===== src/rtl/wash_pkg.sv =====
// Shared types and the program timing table for the wash program sequencer.
package wash_pkg;

  typedef enum logic [2:0] {
    ST_IDLE      = 3'd0,
    ST_RUN_FILL  = 3'd1,
    ST_RUN_WASH  = 3'd2,
    ST_RUN_DRAIN = 3'd3,
    ST_RUN_SPIN  = 3'd4,
    ST_FAULT     = 3'd5
  } state_t;

  typedef enum logic [1:0] {
    PROG_QUICK  = 2'd0,
    PROG_NORMAL = 2'd1,
    PROG_HEAVY  = 2'd2
  } prog_t;

  typedef enum logic [1:0] {
    PH_WASH  = 2'd0,
    PH_RINSE = 2'd1,
    PH_SPIN  = 2'd2
  } phase_t;

  // Fault codes; the watchdog kind register reuses the fill/drain codes.
  localparam logic [1:0] FC_NONE  = 2'd0;
  localparam logic [1:0] FC_FILL  = 2'd1;
  localparam logic [1:0] FC_DRAIN = 2'd2;
  localparam logic [1:0] FC_DOOR  = 2'd3;

  // Selector value 3 is not a program of its own and runs as normal.
  function automatic prog_t decode_prog(input logic [1:0] sel);
    prog_t p;
    case (sel)
      2'd0:    p = PROG_QUICK;
      2'd2:    p = PROG_HEAVY;
      default: p = PROG_NORMAL;
    endcase
    return p;
  endfunction

  // Phase duration in seconds for each program.
  function automatic logic [7:0] phase_secs(input prog_t prog, input phase_t ph);
    logic [7:0] secs;
    secs = 8'd0;
    case (prog)
      PROG_QUICK: begin
        case (ph)
          PH_WASH:  secs = 8'd5;
          PH_RINSE: secs = 8'd3;
          default:  secs = 8'd2;
        endcase
      end
      PROG_HEAVY: begin
        case (ph)
          PH_WASH:  secs = 8'd20;
          PH_RINSE: secs = 8'd8;
          default:  secs = 8'd6;
        endcase
      end
      default: begin
        case (ph)
          PH_WASH:  secs = 8'd10;
          PH_RINSE: secs = 8'd5;
          default:  secs = 8'd4;
        endcase
      end
    endcase
    return secs;
  endfunction

endpackage


===== src/rtl/wash_program_sequencer_sec_timer.sv =====
// Seconds timer: a prescaler producing one tick per TICK_DIV clocks feeding an
// 8-bit down-counter. Load restarts both from zero; expired holds once the
// count reaches zero and stays until the next load or clear.
module sec_timer #(
  parameter int TICK_DIV = 100
) (
  input  logic       clk,
  input  logic       reset_n,
  input  logic       load,
  input  logic       clear,
  input  logic [7:0] load_secs,
  output logic       tick,
  output logic       expired,
  output logic [7:0] secs
);

  localparam int            PW         = (TICK_DIV > 1) ? $clog2(TICK_DIV) : 1;
  localparam logic [PW-1:0] PRESC_LAST = PW'(TICK_DIV - 1);

  logic [PW-1:0] presc_q;
  logic [7:0]    secs_q;
  logic          armed_q;

  assign tick    = armed_q && (secs_q != 8'd0) && (presc_q == PRESC_LAST);
  assign expired = armed_q && (secs_q == 8'd0);
  assign secs    = secs_q;

  // Prescaler and down-counter; counting stops at terminal count zero.
  always_ff @(posedge clk or negedge reset_n) begin
    if (!reset_n) begin
      presc_q <= '0;
      secs_q  <= 8'd0;
      armed_q <= 1'b0;
    end else if (clear) begin
      presc_q <= '0;
      secs_q  <= 8'd0;
      armed_q <= 1'b0;
    end else if (load) begin
      presc_q <= '0;
      secs_q  <= load_secs;
      armed_q <= 1'b1;
    end else if (armed_q && (secs_q != 8'd0)) begin
      if (tick) begin
        presc_q <= '0;
        secs_q  <= secs_q - 8'd1;
      end else begin
        presc_q <= presc_q + PW'(1);
      end
    end
  end

endmodule


===== src/rtl/wash_program_sequencer.sv =====
// Program controller in front of the washer FSM: gates the user start, times
// wash/rinse/spin per program, watches fill/drain and the door, holds faults.
//
// state        | meaning
// -------------+-----------------------------------------------------------
// ST_IDLE      | waiting for a start rising edge with the door closed
// ST_RUN_FILL  | washer filling (also the entry state of every program)
// ST_RUN_WASH  | washer agitating; wash or rinse duration timed
// ST_RUN_DRAIN | washer draining without motor
// ST_RUN_SPIN  | washer spinning; spin duration timed
// ST_FAULT     | sticky fault; leaves when start=0 and door closed together
//
// The state register is the once-registered phase decode: a new washer phase
// is sampled straight into the state, so timers start on that same edge.
// When several status patterns coincide the decode prefers spin, then wash,
// then fill, then drain.
module wash_program_sequencer
  import wash_pkg::*;
#(
  parameter int TICK_DIV    = 100,
  parameter int FILL_LIMIT  = 30,
  parameter int DRAIN_LIMIT = 20
) (
  input  logic       clk,
  input  logic       reset_n,
  input  logic [1:0] prog_sel,
  input  logic       start,
  input  logic       door_close,
  input  logic       motor_on,
  input  logic       fill_value_on,
  input  logic       drain_value_on,
  input  logic       soap_wash,
  input  logic       water_wash,
  input  logic       done,
  output logic       start_out,
  output logic       cycle_timeout,
  output logic       spin_timeout,
  output logic       busy,
  output logic       fault,
  output logic [1:0] fault_code,
  output logic [7:0] secs_left
);

  state_t     state_q, state_d;
  prog_t      prog_q, prog_d;
  logic       start_q;
  logic [1:0] fault_code_q, fault_code_d;
  logic [1:0] wd_kind_q, wd_kind_d;

  logic       dec_wash, dec_spin, dec_fill, dec_drain;
  logic       start_rise, run_q, run_d, timed_d;
  logic       ph_load, ph_clear, ph_expired, ph_tick_unused;
  logic [7:0] ph_load_secs, ph_secs;
  logic       wd_load, wd_clear, wd_tick, wd_expired_unused, wd_fire;
  logic [7:0] wd_load_secs, wd_secs;

  assign dec_wash   = motor_on & ~drain_value_on;
  assign dec_spin   = motor_on & drain_value_on;
  assign dec_fill   = fill_value_on;
  assign dec_drain  = drain_value_on & ~motor_on;
  assign start_rise = start & ~start_q;

  assign run_q   = state_q inside {ST_RUN_FILL, ST_RUN_WASH, ST_RUN_DRAIN, ST_RUN_SPIN};
  assign run_d   = state_d inside {ST_RUN_FILL, ST_RUN_WASH, ST_RUN_DRAIN, ST_RUN_SPIN};
  assign timed_d = state_d inside {ST_RUN_WASH, ST_RUN_SPIN};

  // The watchdog faults on the edge its last second completes, so the fault
  // lands exactly LIMIT seconds after the condition was first sampled.
  assign wd_fire = (wd_kind_q != FC_NONE) && wd_tick && (wd_secs == 8'd1);

  // Next-state decision in priority order: door, watchdog, done, phase.
  always_comb begin
    state_d      = state_q;
    prog_d       = prog_q;
    fault_code_d = fault_code_q;
    case (state_q)
      ST_IDLE: begin
        if (start_rise && door_close) begin
          state_d = ST_RUN_FILL;
          prog_d  = decode_prog(prog_sel);
        end
      end
      ST_FAULT: begin
        if (!start && door_close) begin
          state_d      = ST_IDLE;
          fault_code_d = FC_NONE;
        end
      end
      default: begin
        if (!door_close) begin
          state_d      = ST_FAULT;
          fault_code_d = FC_DOOR;
        end else if (wd_fire) begin
          state_d      = ST_FAULT;
          fault_code_d = wd_kind_q;
        end else if (done) begin
          state_d = ST_IDLE;
        end else if (dec_spin) begin
          state_d = ST_RUN_SPIN;
        end else if (dec_wash) begin
          state_d = ST_RUN_WASH;
        end else if (dec_fill) begin
          state_d = ST_RUN_FILL;
        end else if (dec_drain) begin
          state_d = ST_RUN_DRAIN;
        end
      end
    endcase
  end

  // Phase timer restarts on entry to a timed phase and clears outside one.
  always_comb begin
    ph_load  = timed_d && (state_d != state_q);
    ph_clear = !timed_d;
    if (state_d == ST_RUN_SPIN) begin
      ph_load_secs = phase_secs(prog_q, PH_SPIN);
    end else if (water_wash && !soap_wash) begin
      ph_load_secs = phase_secs(prog_q, PH_RINSE);
    end else begin
      ph_load_secs = phase_secs(prog_q, PH_WASH);
    end
  end

  // Watchdog tracks which condition is running and restarts when it changes.
  always_comb begin
    wd_kind_d = FC_NONE;
    if (run_d && dec_fill) begin
      wd_kind_d = FC_FILL;
    end else if (run_d && dec_drain) begin
      wd_kind_d = FC_DRAIN;
    end
    wd_load      = (wd_kind_d != FC_NONE) && (wd_kind_d != wd_kind_q);
    wd_clear     = (wd_kind_d == FC_NONE);
    wd_load_secs = (wd_kind_d == FC_FILL) ? 8'(FILL_LIMIT) : 8'(DRAIN_LIMIT);
  end

  // State, latched program, start history, fault code and watchdog kind.
  always_ff @(posedge clk or negedge reset_n) begin
    if (!reset_n) begin
      state_q      <= ST_IDLE;
      prog_q       <= PROG_QUICK;
      start_q      <= 1'b0;
      fault_code_q <= FC_NONE;
      wd_kind_q    <= FC_NONE;
    end else begin
      state_q      <= state_d;
      prog_q       <= prog_d;
      start_q      <= start;
      fault_code_q <= fault_code_d;
      wd_kind_q    <= wd_kind_d;
    end
  end

  sec_timer #(.TICK_DIV(TICK_DIV)) u_phase_timer (
    .clk       (clk),
    .reset_n   (reset_n),
    .load      (ph_load),
    .clear     (ph_clear),
    .load_secs (ph_load_secs),
    .tick      (ph_tick_unused),
    .expired   (ph_expired),
    .secs      (ph_secs)
  );

  sec_timer #(.TICK_DIV(TICK_DIV)) u_watchdog (
    .clk       (clk),
    .reset_n   (reset_n),
    .load      (wd_load),
    .clear     (wd_clear),
    .load_secs (wd_load_secs),
    .tick      (wd_tick),
    .expired   (wd_expired_unused),
    .secs      (wd_secs)
  );

  assign start_out     = run_q;
  assign busy          = run_q;
  assign fault         = (state_q == ST_FAULT);
  assign fault_code    = fault_code_q;
  assign cycle_timeout = (state_q == ST_RUN_WASH) && ph_expired;
  assign spin_timeout  = (state_q == ST_RUN_SPIN) && ph_expired;
  assign secs_left     = (state_q inside {ST_RUN_WASH, ST_RUN_SPIN}) ? ph_secs : 8'd0;

endmodule


===== config.mk =====
export PLATFORM = sky130hd
export DESIGN_NAME = wash_program_sequencer
export DESIGN_NICKNAME = d
export VERILOG_FILES = /design/src/rtl/wash_pkg.sv /design/src/rtl/wash_program_sequencer_sec_timer.sv /design/src/rtl/wash_program_sequencer.sv
export SDC_FILE = /design/constraint.sdc
export NUM_CORES = 1
export LEC_CHECK = 0
export ABC_CLOCK_PERIOD_IN_PS = 3350
export CORE_MARGIN = 5
export CORE_UTILIZATION = 57
export CTS_CLUSTER_DIAMETER = 30
export CTS_CLUSTER_SIZE = 25
export DETAILED_ROUTE_END_ITERATION = 16
export GPL_TIMING_DRIVEN = 0
export PLACE_DENSITY = 0.78
export SLEW_MARGIN = 20
export SYNTH_ARGS = -nofsm -noshare
export SYNTH_HDL_FRONTEND = slang
export SYNTH_SLANG_ARGS = --single-unit

===== constraint.sdc =====
create_clock -name clk -period 3.35 [get_ports clk]
set_input_delay 0.67 -clock clk [delete_from_list [all_inputs] [get_ports clk]]
set_output_delay 0.67 -clock clk [all_outputs]
set_load 0.02 [all_outputs]

=== After elaboration in Yosys (flattened, before gate mapping) ===
Cells that the tools add are included.
W data, S select, Z words.

* Word-level logic and storage cells: 127
* Output and inout port bits: 15
* Register bits after elaboration: 42

* Add/subtract/negate cells: 4
* Bitwise operators: 8
* Reductions and logical operators: 38
* Multiplexer cells: 44
* Eq/ne operators: 22

{| class="wikitable"
|+ Operators with widths
! cell !! number
|-
| $mux W8 || 11
|-
| $mux W7 || 8
|-
| $mux W3 || 9
|-
| $logic_and A1 B1 Y1 || 16
|-
| $reduce_bool A8 Y1 || 2
|-
| $sub A8 B1 Y8 const B || 2
|-
| $add A7 B1 Y7 const B || 2
|-
| $eq A7 B7 Y1 const B || 2
|-
| $eq A3 B2 Y1 const B || 4
|-
| $pmux W3 S2 || 2
|-
| $mux W2 || 5
|-
| $pmux W5 S2 || 1
|-
| $reduce_bool A2 Y1 || 5
|-
| $eq A3 B3 Y1 const B || 3
|-
| $ne A3 B1 Y1 const B || 3
|-
| $eq A8 B1 Y1 const B || 1
|-
| $logic_not A8 Y1 || 1
|-
| $pmux W2 S2 || 2
|-
| $pmux W4 S2 || 1
|-
| $reduce_bool A4 Y1 || 2
|-
| $eq A3 B1 Y1 const B || 2
|-
| $logic_not A2 Y1 || 3
|-
| $reduce_and A2 Y1 || 3
|-
| $reduce_bool A3 Y1 || 2
|-
| 12 further kinds || 24
|}

=== Depth between registers and ports, before layout ===
* Depth after elaboration: 19
* Gate-level depth with buffers: 10

=== Cells and area by module ===
A second synthesis with hierarchy kept.

* Cells, all modules: 313
* Area total of the unflattened synthesis: 2,821.5 µm²

{| class="wikitable"
|+ Modules (own cells, without submodules)
! module !! instances !! cells each !! area an instance (µm²)
|-
| sec_timer || 2 || 107 || 991.0
|-
| wash_program_sequencer || 1 || 99 || 839.6
|}

=== Worst setup path after synthesis ===
Ideal clock, no wire load.

* Path kind: in2reg
* Start: input port motor_on
* End: register u_watchdog.secs_q[3], in the netlist u_watchdog.secs[3]
* Arrival time: 2.695 ns
* Slack: 0.560 ns
* Setup time: 0.095 ns
* Stages: 8
* Path through: clkbuf_1 > or4b_1 > a21oi_2 > or3b_4 > a21o_1 > a21o_1 > mux2i_1 > o31ai_1

* Longest elaborated chain between the ends: 19
* Elaborated cells on any way between the ends: 32
* Those cells by class: 6 x eq/ne; 13 x mux; 4 x bitwise; 9 x reduce/logical

{| class="wikitable"
|+ RTL lines
! item !! line !! text
|-
| start, declared || wash_program_sequencer.sv:29 || <nowiki>input logic motor_on,</nowiki>
|-
| $not A1 Y1 || wash_program_sequencer.sv:60 || <nowiki>assign dec_drain = drain_value_on & ~motor_on;</nowiki>
|-
| $and A1 B1 Y1 || wash_program_sequencer.sv:60 ||
|-
| $mux W3 || wash_program_sequencer.sv:104 || <nowiki>end else if (dec_drain) begin</nowiki>
|-
| $mux W3 || wash_program_sequencer.sv:102 || <nowiki>end else if (dec_fill) begin</nowiki>
|-
| $mux W3 || wash_program_sequencer.sv:100 || <nowiki>end else if (dec_wash) begin</nowiki>
|-
| $mux W3 || wash_program_sequencer.sv:98 || <nowiki>end else if (dec_spin) begin</nowiki>
|-
| $mux W3 || wash_program_sequencer.sv:96 || <nowiki>end else if (done) begin</nowiki>
|-
| $mux W3 || wash_program_sequencer.sv:93 || <nowiki>end else if (wd_fire) begin</nowiki>
|-
| [... 3 more ...] || n/a ||
|-
| $reduce_bool A4 Y1 || wash_program_sequencer.sv:64 || <nowiki>assign run_d = state_d inside {ST_RUN_FILL, ST_RUN_WASH, ST_RUN_DRAIN, ST_RUN_SPIN};</nowiki>
|-
| $logic_and A1 B1 Y1 || wash_program_sequencer.sv:129 || <nowiki>end else if (run_d && dec_drain) begin</nowiki>
|-
| $mux W2 || wash_program_sequencer.sv:129 ||
|-
| $mux W2 * || wash_program_sequencer.sv:127 || <nowiki>if (run_d && dec_fill) begin</nowiki>
|-
| $eq A2 B1 Y1, or another cell as far along || wash_program_sequencer.sv:134 || <nowiki>wd_load_secs = (wd_kind_d == FC_FILL) ? 8'(FILL_LIMIT) : 8'(DRAIN_LIMIT);</nowiki>
|-
| $mux W4 / $logic_and A1 B1 Y1 (equally long branches) || wash_program_sequencer.sv:134, wash_program_sequencer.sv:132 ||
|-
| $mux W8 / $reduce_bool A3 Y1 (equally long branches) || n/a ||
|-
| $mux W8 / $reduce_and A2 Y1 (equally long branches) || n/a ||
|-
| end signal, assigned || wash_program_sequencer_sec_timer.sv:40 || <nowiki>secs_q <= load_secs;</nowiki>
|-
| end signal, assigned || wash_program_sequencer_sec_timer.sv:45 || <nowiki>secs_q <= secs_q - 8'd1;</nowiki>
|-
| end, declared || wash_program_sequencer_sec_timer.sv:21 || <nowiki>logic [7:0] secs_q;</nowiki>
|}

Every way passes the cells marked *; elsewhere a longest branch is shown, timed or not.
A chain may end at the register's enable or synchronous reset.

=== Worst setup path after layout ===
* Start: input port door_close
* End: register u_phase_timer.secs_q[3], in the netlist u_phase_timer.secs[3]

* Longest elaborated chain between the ends: 8
* Elaborated cells on any way between the ends: 17
* Those cells by class: 5 x eq/ne; 7 x mux; 5 x reduce/logical

{| class="wikitable"
|+ RTL lines
! item !! line !! text
|-
| start, declared || wash_program_sequencer.sv:28 || <nowiki>input logic door_close,</nowiki>
|-
| $logic_and A1 B1 Y1 (on tied branches) || wash_program_sequencer.sv:84, wash_program_sequencer.sv:78 ||
|-
| $mux W3 (on tied branches) || wash_program_sequencer.sv:84, wash_program_sequencer.sv:78 ||
|-
| $pmux W3 S2 * || wash_program_sequencer.sv:76 || <nowiki>case (state_q)</nowiki>
|-
| named net state_d[0] || wash_program_sequencer.sv:44 || <nowiki>state_t state_q, state_d;</nowiki>
|-
| $eq A3 B2 Y1 / $eq A3 B3 Y1 (equally long branches) || wash_program_sequencer.sv:65, wash_program_sequencer.sv:115 ||
|-
| $reduce_bool A2 Y1 || wash_program_sequencer.sv:65 || <nowiki>assign timed_d = state_d inside {ST_RUN_WASH, ST_RUN_SPIN};</nowiki>
|-
| $logic_and A1 B1 Y1 || wash_program_sequencer.sv:113 || <nowiki>ph_load = timed_d && (state_d != state_q);</nowiki>
|-
| $ne A3 B1 Y1 (no line) / $mux W8 (equally long branches) || n/a ||
|-
| $reduce_and A2 Y1 (no line) / $mux W8 (equally long branches) || n/a ||
|-
| end signal, assigned || wash_program_sequencer_sec_timer.sv:40 ||
|-
| end signal, assigned || wash_program_sequencer_sec_timer.sv:45 ||
|-
| end, declared || wash_program_sequencer_sec_timer.sv:21 ||
|}

The timed path passes the listed nets; every way through them passes the cells marked *.

==> flow_metrics.tcl <==
set metrics [dict create \
    status "finished clean" \
    stdcell_count 429 \
    dieArea_um2 6390 \
    clock-root-buffer "clkbuf_8" \
    synth_top_family_by_area "simple AND/OR/NAND/NOR gates" \
    n_fill_cell 390 \
    avgSynthCellArea_um2 8.48 \
    grt_pass1_vias 2443 \
    syn_inst 329 \
    synth-seq-area-share_pct 37.7 \
    reg2reg_to "u_phase_timer.secs[3]$_DFFE_PN0P_" \
    grt_max_degree 28 \
    antenna_found_initial 0 \
    drive_gt1_share_pct 8.56 \
    viasPerCell 5.83 \
    power.density_nw_per_um2 591 \
    synth_edf_count 0 \
    grt.overflow.total 0 \
    finalClockSkew_ps 7.47 \
    setup_viol 0 \
    min_period_over_period_pct 88.8 \
    fin_ws_ps 374 \
    place.gp.congestion 0.847 \
    synth_cell_types 65 \
    min_path_type "in2async" \
    synth_mux_area_share_pct 2.96 \
    ys_top_cells_by_count "42 x dfrtp_1, 40 x nor2_1, 34 x nand2_1" \
    grt_pass1_wl_um 11300 \
    syn-num-nets 347 \
    final_nets 379 \
    yosysTopAreaCell "dfrtp_1" \
    clockBufferDepth 2 \
    synth_warnings 0 \
    p_leak_uw 0.00134 \
    rrSetupSlack_ps 510 \
    synth_xor_area_share_pct 5.34 \
    wl_per_cell_um 14.8 \
    setup_tns_ps 0 \
    die_w_um 80.0 \
    cts_tree "built" \
    grt_usage_pct 22.5 \
    dp_slack_ps 56.3 \
    ir_drop_mv 0.346 \
    worstSetupPathType "in2reg" \
    dpl.cell_count 421 \
    async_flop_share_pct 100 \
    required_ps 3520 \
    synth_area_um2 2790 \
    crit_fanout 10 \
    dp_hpwl_um 4790 \
    drcViolationCount 0 \
    clock_latency_ps 300 \
    synthSimpleGateAreaFrac_pct 28.0 \
    cp-start-kind "input port" \
    rsz0062_at_grt "false" \
    io_buffers 24 \
    rows 25 \
    hold_viol 0 \
    vias 2500 \
    dr.pass1.iters 4 \
    cts_made_buffers 5 \
    h-tree-depth 2 \
    diodes 0 \
    drt_iter0_markers 156 \
    pin_count 27 \
    synth_compound_area_share_pct 19.5 \
    clock_sinks 42 \
    syn_to_final_growth_pct 17.3 \
    tightest_slew_ps 737 \
    clkSlewWorstSetupHoldPaths_ps 90 \
    slew_violations 0 \
    critPathCaptureType "flop" \
    synth_most_common_cell "dfrtp_1" \
    start_util_pct 59.0 \
    worst_r2r_path_depth 8 \
    fp.dieH_um 80.0 \
    synthAdderAreaFrac_pct 2.69 \
    synth.area.top_cells "dfrtp_1 38%, nor2_1 5.4%, xnor2_1 4.7%, nand2_1 4.6%, a21oi_1 3.4%" \
    synth.top_cell.area_share_pct 37.7 \
    maxCapViolCount 0 \
    ys.flop_type "dfrtp_1" \
    ys_seq_elements 42 \
    antenna_left 0 \
    routed_wl_um 6370 \
    cp.arrival_ps 3140 \
    fmax_mhz 336 \
    post_cts_buffers 0 \
    layout_min_cycle_time_ps 2980 \
    core_um2 4720 \
    maxSlewHeadroom_pct 50.1 \
    r2r_start "u_watchdog.secs[5]$_DFFE_PN0P_" \
]
-- power breakdown --
part / leakage [uW] / internal, uW / switching [uW] / total, uW
Sequential: 0.000572 / 570 / 54.0 / 624
Combinational: 0.000701 / 333 / 487 / 820
Clock: 0.0000683 / 299 / 191 / 490
Total: 0.00134 / 1200 / 732 / 1930
-- registers in the layout (all words and copies together) (netlist names) --
signal                 flops
u_watchdog.armed_q         1
start_q                    1
u_phase_timer.presc_q      7
state_q                    3
u_phase_timer.secs         8
prog_q                     2
u_watchdog.secs            8
u_phase_timer.armed_q      1
wd_kind_q                  2
u_watchdog.presc_q         7
fault_code                 2
-- placed cells by master (no fill, tap or decap), types with 3 or more instances in the layout --
cell type / instances
a31oi_1: 3
clkdlybuf4s50_1: 21
nor3_1: 18
mux2i_1: 6
dfrtp_1: 42
xnor2_1: 15
or2_2: 4
ha_1: 6
nand2b_1: 9
o31ai_1: 5
o22ai_1: 3
nor2_1: 40
o21ai_1: 4
and2_1: 6
a21oi_1: 19
nand2_1: 34
a21o_1: 3
nand3_1: 5
nor4_1: 6
o21ai_0: 13
nor2b_1: 7
clkbuf_1: 7
clkbuf_8: 5
or3_1: 8
inv_1: 14
-- metrics by stage --
stage | util [%] | hold slack (ps) | power (uW) | area, um^2
3_3_place_gp | 65.9 | 455 | 1430 | 3110
3_5_place_dp | 66.2 | 465 | 1450 | 3130
6_report | 69.2 | 278 | 1930 | 3270
5_1_grt | 69.2 | 291 | 2070 | 3270
4_1_cts | 69.1 | 288 | 1940 | 3270
2_1_floorplan | - | 374 | 1200 | 2790
-- cells by family after synthesis --
| logic type | Yosys count |
|---|---|
| muxes | 8 |
| buffers and inverters | 25 |
| DFF | 42 |
| AOI/OAI and AO/OA | 78 |
| xor gates and xnor gates | 17 |
| and+or+nand+nor | 153 |
| adders and majority gates | 6 |
-- timing repair --
action	CTS	global route
hold buffers	0	0
gates resized for setup	0	2
setup endpoints to repair	0	2
-- layout make-up --
type / count / area (um^2) / area share [%]
Buffer: 11 / 55.1 / 1.68
Clock buffer: 5 / 68.8 / 2.10
Clock inverter: 3 / 68.8 / 2.10
Inverter: 14 / 52.6 / 1.61
Multi-Input combinational cell: 262 / 1630 / 49.8
Sequential cell: 42 / 1050 / 32.1
Tap cell: 67 / 83.8 / 2.56
Timing Repair Buffer: 25 / 260 / 7.96
-- worst max-delay path: stages --
cell             delay, ps
clkdlybuf4s50_1        490
nor2b_1                210
o32ai_1                510
nor2_1                 100
a21oi_1                330
nor2_1                 120
nand2_1                190
clkbuf_1               380
o32ai_1                140
-- routing by layer --
layer / up-vias / global-route usage, % / wire length, um
met5: - / 0 / 0
met4: 0 / 6.25 / 96
met3: 9 / 4.74 / 280
met2: 51 / 37.8 / 3050
met1: 1207 / 29.1 / 2940
li1: 1233 / - / -
-- worst max path at each step --
stage                                       from                                end  slack [ps]  cells after the start
2_1_floorplan                           motor_on     u_watchdog.secs[3]$_DFFE_PN0P_         560                      8
3_3_place_gp                          door_close  u_phase_timer.secs[3]$_DFFE_PN0P_         100                      9
3_5_place_dp                          door_close  u_phase_timer.secs[3]$_DFFE_PN0P_          60                      9
4_1_cts        u_phase_timer.secs[3]$_DFFE_PN0P_                       spin_timeout          20                      5
5_1_grt                               door_close  u_phase_timer.secs[3]$_DFFE_PN0P_         130                      9
6_report                              door_close  u_phase_timer.secs[3]$_DFFE_PN0P_         370                      9
(Power assumes the default switching activity.)
